===== src/rtl/fetch_seq_pkg.sv =====
// Shared definitions for the fetch sequencer: BranchCtr encodings,
// controller states and the redirect-type tag used for pending redirects.
package fetch_seq_pkg;

  localparam logic [2:0] BC_SEQ    = 3'd0;
  localparam logic [2:0] BC_BRANCH = 3'd1;
  localparam logic [2:0] BC_JUMP   = 3'd2;
  localparam logic [2:0] BC_HOLD   = 3'd3;

  typedef enum logic [1:0] {
    ST_RUN,
    ST_STALL,
    ST_PEND,
    ST_SQUASH
  } state_e;

  typedef enum logic [1:0] {
    RD_NONE,
    RD_BR,
    RD_JMP
  } redir_e;

endpackage


===== src/rtl/fetch_seq_stats.sv =====
// Event counters for the fetch sequencer: issued redirects and HOLD cycles.
// Both counters wrap modulo 2^32 and clear on rst.
module fetch_seq_stats (
  input  logic        clk,
  input  logic        rst,
  input  logic        redirect_i,
  input  logic        hold_i,
  output logic [31:0] redirect_cnt_o,
  output logic [31:0] hold_cyc_cnt_o
);

  logic [31:0] redirect_cnt_q;
  logic [31:0] hold_cyc_cnt_q;

  // Count events in step with the registered outputs they describe.
  always_ff @(posedge clk) begin
    if (rst) begin
      redirect_cnt_q <= '0;
      hold_cyc_cnt_q <= '0;
    end else begin
      if (redirect_i) redirect_cnt_q <= redirect_cnt_q + 32'd1;
      if (hold_i)     hold_cyc_cnt_q <= hold_cyc_cnt_q + 32'd1;
    end
  end

  assign redirect_cnt_o = redirect_cnt_q;
  assign hold_cyc_cnt_o = hold_cyc_cnt_q;

endmodule


===== src/rtl/fetch_sequencer.sv =====
// Fetch-stage redirect controller. Arbitrates EX branches over ID jumps,
// inserts holds for load-use and external stalls, and owns the wrong-path
// squash window after each redirect. All outputs are registered.
// Optional statistics counters are built when FETCH_SEQ_STATS_EN is defined;
// otherwise redirect_cnt and hold_cyc_cnt are tied to zero.
module fetch_sequencer
  import fetch_seq_pkg::*;
#(
  parameter int BR_SQUASH  = 2,
  parameter int JMP_SQUASH = 1
) (
  input  logic        clk,
  input  logic        rst,
  input  logic        ex_br_req,
  input  logic [31:0] ex_br_addr,
  input  logic        id_jmp_req,
  input  logic [31:0] id_jmp_addr,
  input  logic        ld_use_hzd,
  input  logic        ext_stall,
  output logic [2:0]  BranchCtr,
  output logic [31:0] BranchAddr,
  output logic        if_id_flush,
  output logic        id_ex_flush,
  output logic        if_id_hold,
  output logic [31:0] redirect_cnt,
  output logic [31:0] hold_cyc_cnt
);

  state_e      state_q, state_d;
  logic [2:0]  cnt_q, cnt_d;
  redir_e      pend_type_q, pend_type_d;
  logic [31:0] pend_addr_q, pend_addr_d;
  logic [2:0]  ctr_q, ctr_d;
  logic [31:0] addr_q, addr_d;
  logic        iff_q, iff_d;
  logic        ief_q, ief_d;
  logic        ifh_q, ifh_d;

  redir_e      req_type;
  logic [31:0] req_addr;
  redir_e      issue_type;
  logic [31:0] issue_addr;

  // Incoming request arbitration: EX branch beats ID jump.
  always_comb begin
    req_type = RD_NONE;
    req_addr = id_jmp_addr;
    if (ex_br_req) begin
      req_type = RD_BR;
      req_addr = ex_br_addr;
    end else if (id_jmp_req) begin
      req_type = RD_JMP;
    end
  end

  // Next-state and next-output decision for the controller.
  always_comb begin
    state_d     = state_q;
    cnt_d       = cnt_q;
    pend_type_d = pend_type_q;
    pend_addr_d = pend_addr_q;
    ctr_d       = BC_SEQ;
    addr_d      = addr_q;
    iff_d       = 1'b0;
    ief_d       = 1'b0;
    ifh_d       = 1'b0;
    issue_type  = RD_NONE;
    issue_addr  = addr_q;

    case (state_q)
      // STALL with ext_stall low behaves exactly like RUN.
      ST_RUN, ST_STALL: begin
        if (ext_stall) begin
          ctr_d = BC_HOLD;
          ifh_d = 1'b1;
          if (req_type != RD_NONE) begin
            pend_type_d = req_type;
            pend_addr_d = req_addr;
            state_d     = ST_PEND;
          end else begin
            state_d = ST_STALL;
          end
        end else begin
          state_d    = ST_RUN;
          issue_type = req_type;
          issue_addr = req_addr;
          if (req_type == RD_NONE && ld_use_hzd) begin
            ctr_d = BC_HOLD;
            ifh_d = 1'b1;
            ief_d = 1'b1;
          end
        end
      end
      // First-latched redirect is kept until the stall releases.
      ST_PEND: begin
        if (ext_stall) begin
          ctr_d = BC_HOLD;
          ifh_d = 1'b1;
        end else begin
          issue_type = pend_type_q;
          issue_addr = pend_addr_q;
        end
      end
      // Wrong-path window: requests ignored, counter frozen during stalls.
      ST_SQUASH: begin
        if (ext_stall) begin
          ctr_d = BC_HOLD;
          ifh_d = 1'b1;
        end else begin
          cnt_d = cnt_q - 3'd1;
          if (cnt_q <= 3'd1) state_d = ST_RUN;
        end
      end
      default: state_d = ST_RUN;
    endcase

    if (issue_type != RD_NONE) begin
      ctr_d       = (issue_type == RD_BR) ? BC_BRANCH : BC_JUMP;
      addr_d      = issue_addr;
      iff_d       = 1'b1;
      ief_d       = (issue_type == RD_BR);
      ifh_d       = 1'b0;
      cnt_d       = (issue_type == RD_BR) ? 3'(BR_SQUASH) : 3'(JMP_SQUASH);
      state_d     = ST_SQUASH;
      pend_type_d = RD_NONE;
    end
  end

  // State, pending redirect and registered outputs.
  always_ff @(posedge clk) begin
    if (rst) begin
      state_q     <= ST_RUN;
      cnt_q       <= '0;
      pend_type_q <= RD_NONE;
      pend_addr_q <= '0;
      ctr_q       <= BC_SEQ;
      addr_q      <= '0;
      iff_q       <= 1'b0;
      ief_q       <= 1'b0;
      ifh_q       <= 1'b0;
    end else begin
      state_q     <= state_d;
      cnt_q       <= cnt_d;
      pend_type_q <= pend_type_d;
      pend_addr_q <= pend_addr_d;
      ctr_q       <= ctr_d;
      addr_q      <= addr_d;
      iff_q       <= iff_d;
      ief_q       <= ief_d;
      ifh_q       <= ifh_d;
    end
  end

  assign BranchCtr   = ctr_q;
  assign BranchAddr  = addr_q;
  assign if_id_flush = iff_q;
  assign id_ex_flush = ief_q;
  assign if_id_hold  = ifh_q;

`ifdef FETCH_SEQ_STATS_EN
  fetch_seq_stats u_stats (
    .clk            (clk),
    .rst            (rst),
    .redirect_i     (issue_type != RD_NONE),
    .hold_i         (ctr_d == BC_HOLD),
    .redirect_cnt_o (redirect_cnt),
    .hold_cyc_cnt_o (hold_cyc_cnt)
  );
`else
  assign redirect_cnt = 32'd0;
  assign hold_cyc_cnt = 32'd0;
`endif

endmodule


===== config.mk =====
export PLATFORM = sky130hd
export DESIGN_NAME = fetch_sequencer
export DESIGN_NICKNAME = d
export VERILOG_FILES = /design/src/rtl/fetch_seq_pkg.sv /design/src/rtl/fetch_seq_stats.sv /design/src/rtl/fetch_sequencer.sv
export SDC_FILE = /design/constraint.sdc
export NUM_CORES = 1
export LEC_CHECK = 0
export CORE_ASPECT_RATIO = 1.5
export CORE_MARGIN = 10
export CORE_UTILIZATION = 44
export DETAILED_ROUTE_END_ITERATION = 10
export PLACE_DENSITY_LB_ADDON = 0.3
export SETUP_SLACK_MARGIN = 0.1
export SLEW_MARGIN = 20
export SYNTH_ARGS = -nofsm -noshare
export SYNTH_HDL_FRONTEND = slang
export SYNTH_HIERARCHICAL = 1
export SYNTH_SLANG_ARGS = --single-unit

===== constraint.sdc =====
create_clock -name clk -period 2 [get_ports clk]
set_input_delay 0.2 -clock clk [delete_from_list [all_inputs] [get_ports clk]]
set_output_delay 0.2 -clock clk [all_outputs]
set_load 0.005 [all_outputs]

==> reports/summary.md <==
The flow ran to the end, and the final reports show no timing, DRC or antenna violations. STA classifies the critical path startpoint as a flip-flop. Clock edge transition at the registers on the reported setup and hold paths: 0.06 ns. The slowest stage of the critical path is the dfxtp_1 cell. The Yosys step of the flow raised 6 warnings. Using the TritonRoute via totals, the vias-per-cell ratio works out to 5.21. In the synthesized netlist the async set-or-reset flop fraction comes to 0%.

Once detailed placement completed, the half-perimeter wirelength came to 7980 um. The number of cell instances on the worst register-to-register path is 5. Once the floorplan was initialized, standard cells occupied 45.4% of the core.

The run gives 0.33 ns as the clock insertion delay at the later pin of the skew report. In this run, the number of DRC markers left after iteration 0 of detailed routing was 169. Measured along the x axis, the die boundary spans 100 um. Dividing the detail-routed wire length by the instance count gives 16.6 um.

The logs give 0.000504 V for the peak supply drop and 0 for the number of max-cap violations. The post-route clock period utilization is 84.1%, and the utilization after layout is 59.0%. On the worst path, the slowest cell contributes a delay of 0.60 ns.

The design draws 5020 uW. The area growth from synthesis to layout is 30.0%. Post-CTS repair timing setup buffer count: 0. In this run the most critical hold path is launched from rst. After synthesis the netlist holds a flip-flop and latch count of 76. Leading cell type in the layout, fill and taps excluded: clkdlybuf4s50_1. Traced cell by cell, the critical path runs through buf_4 > a32o_2 > buf_12 > o221ai_2 > a21oi_1. The number of clock buffers inserted by TritonCTS came out at 9. In the final timing run, aggregate negative setup slack is 0 ns.

After floorplanning, the core was sized to cover 9360 um2. The run gives 67 as the maximum number of pins on one net before global-route repair. In the final layout, the share of cells above drive strength 1 is 15.0%. The tools report the wire length of the first global-routing pass as 17,400 um.

The main flop type after synthesis is dfxtp_1. TritonCTS built the clock tree. The critical path depth works out to 5. Counting along the longest clock path gives a buffer depth of 2. The terminating pin of the worst hold path was state_q[1]$_SDFFE_PP0P_. The critical path is of the flip-flop to flip-flop type. For this design the top-level I/O count stands at 172. The routed layout has 3,465 vias.

At the worst endpoint, the arrival time is 1.94 ns. The average instance in the mapped netlist occupies 9.28 um2. Wires add up to 11,100 um. Of all nets on the critical path, the largest fanout is 30. The final setup slack of the worst path was 0.318 ns.

The first detailed-routing pass ran for 5 iterations. Across every metal layer, demand over resource in global routing totals 15.1%. The area of the die is 14,100 um2, and the number of global-route vias before repair is 3,549. The cell family contributing the most delay on the critical path is flip-flops. Power density normalized to cell area: 909 nW/um2.

The tools report the root buffer cell as clkbuf_16. The reg-to-reg critical path startpoint was state_q[1]$_SDFFE_PP0P_. The worst hold path was traced through 4 stages.

The run gives 0 as the number of antenna violations at the first check in global routing. In this run the worst hold path is classified as input port to flip-flop. The total count of max-transition violations in the final report is 0. The number of antenna diodes in the final layout is 0.

Counting every sink on the clock net gives 76. Of the synthesized area, sequential elements account for 35.8%. The mapped netlist covers 4250 um2.

For the final database, setup skew stands at 0.00306 ns. The vertical die dimension came out at 140 um. Worst setup path startpoint: state_q[1]$_SDFFE_PP0P_. Timing analysis after detailed placement gives a worst setup slack of 0.0502 ns. For this run, the post-layout net count is 620. The number of synthesized flops with an enable pin is 0.

The floorplan has 43 rows. The leakage component of the power is 0.00211 uW. For the worst setup path, the data required time is 2.26 ns. The sum of buffers and inverters on the critical path was 2; the number of hold violations in the final report was 0. In the routed design, unresolved DRC markers number 0. The number of gates resized after cts was 0.

Setup violations remaining at the end of the flow were counted as 0. The tools report the H-tree depth as 3. Synthesis produced a netlist whose cell count is 458.

For this design, the CTS-stage hold fixing added 0 buffers. The tools report the maximum achievable frequency as 595 MHz. The layout has 818 filler cells.

Setup repair after global routing left no endpoint under its margin. The slack of the worst reg-to-reg path was 0.32 ns; the minimum period implied by the final worst setup slack was 1.68 ns. Once detail routing completed, the nets flagged for antenna violations numbered 0. In this run the critical register-to-register path is captured at BranchAddr[29]$_SDFFE_PP0P_. The overall overflow remaining after global route is 0. The global placement routability congestion was 0.764. Buffers placed on the I/O ports in this run total 106. Unique cell type count in the Yosys netlist: 39. The tools report the sort of element at the end of the critical path as a flip-flop.

The top cell types in the final layout, fill and taps aside, are clkdlybuf4s50_1, dfxtp_1, conb_1.
synth_stat cells (all sizes together), types with 2 or more instances:
library cell	number	share of area [%]
nor3b	2	0.47
ha	2	0.59
nor3	6	0.82
clkbuf	12	1.1
nor2	41	3.9
o21ai	3	0.35
buf	95	16
inv	4	0.35
mux2i	34	8.0
a21oi	35	4.1
dfxtp	76	36
nand2	33	2.9
nand4	2	0.29
o221ai	32	11
a211oi	35	7.4
nand3	32	3.8
a31oi	3	0.79
power by group:
part	internal (uW)	switching (uW)	leakage (uW)
registers	1690	120	0.000624
logic	602	643	0.00131
clock network	1340	628	0.000179
logic make-up (layout without fill, tap and decap cells):
family	after synthesis	count (layout)	share of synthesized area, %
other cells	1	65	0.0883
flops	76	76	35.8
buf+inv	111	142	17.8
compound gates	112	112	24.4
simple gates	120	120	12.9
fa+ha+maj	2	2	0.589
mux	34	34	8.01
xor+xnor	2	2	0.412
through the flow:
step / std cells / cell area [um2] / hold WS (ns)
final: 665 / 5520 / 0.283
after global routing: 665 / 5520 / 0.313
after CTS: 665 / 5520 / 0.277
after detailed placement: 649 / 5160 / 0.457
after global placement: 649 / 5160 / 0.451
after floorplan: 522 / 4490 / 0.379
worst max path at each step:
stage | end | slack (ns)
after floorplan | BranchAddr[13]$_SDFFE_PP0P_ | 0.61
after global placement | pend_type_q[0]$_SDFFE_PP0P_ | 0.11
after detailed placement | pend_type_q[0]$_SDFFE_PP0P_ | 0.05
after CTS | BranchAddr[29]$_SDFFE_PP0P_ | 0.31
after global routing | BranchAddr[30]$_SDFFE_PP0P_ | 0.23
final | BranchAddr[29]$_SDFFE_PP0P_ | 0.32
sequential cells by signal (all words and copies together) (netlist names):
signal and count:
BranchAddr 32, BranchCtr 2, cnt_q 3, id_ex_flush 1, if_id_flush 1, if_id_hold 1
pend_addr_q 32, pend_type_q 2, state_q 2
metal layers:
layer / up-vias / share of wire [%] / track usage (%)
li1: 1699 / - / -
met2: 138 / 52 / 26.3
met5: - / 0 / 0
met3: 17 / 6.7 / 3.84
met1: 1611 / 38 / 16.4
met4: 0 / 2.6 / 6.87
cell type report:
| type | count | area, um2 | share of cell area (%) |
|---|---|---|---|
| tap | 112 | 140 | 2.54 |
| clock buffer | 9 | 225 | 4.08 |
| multi-input combinational | 335 | 2220 | 40.3 |
| clock inverter | 7 | 139 | 2.51 |
| sequential | 76 | 1520 | 27.5 |
| inverter | 4 | 15.0 | 0.272 |
| timing repair buffer | 122 | 1260 | 22.8 |
worst register-to-register path: cells and delay by family (launching register included):
family	cells	cell delay, ns
AO/OA/AOI/OAI	3	0.54
buffers and inverters	2	0.47
flip-flops	1	0.60
(Power assumes the default switching activity.)
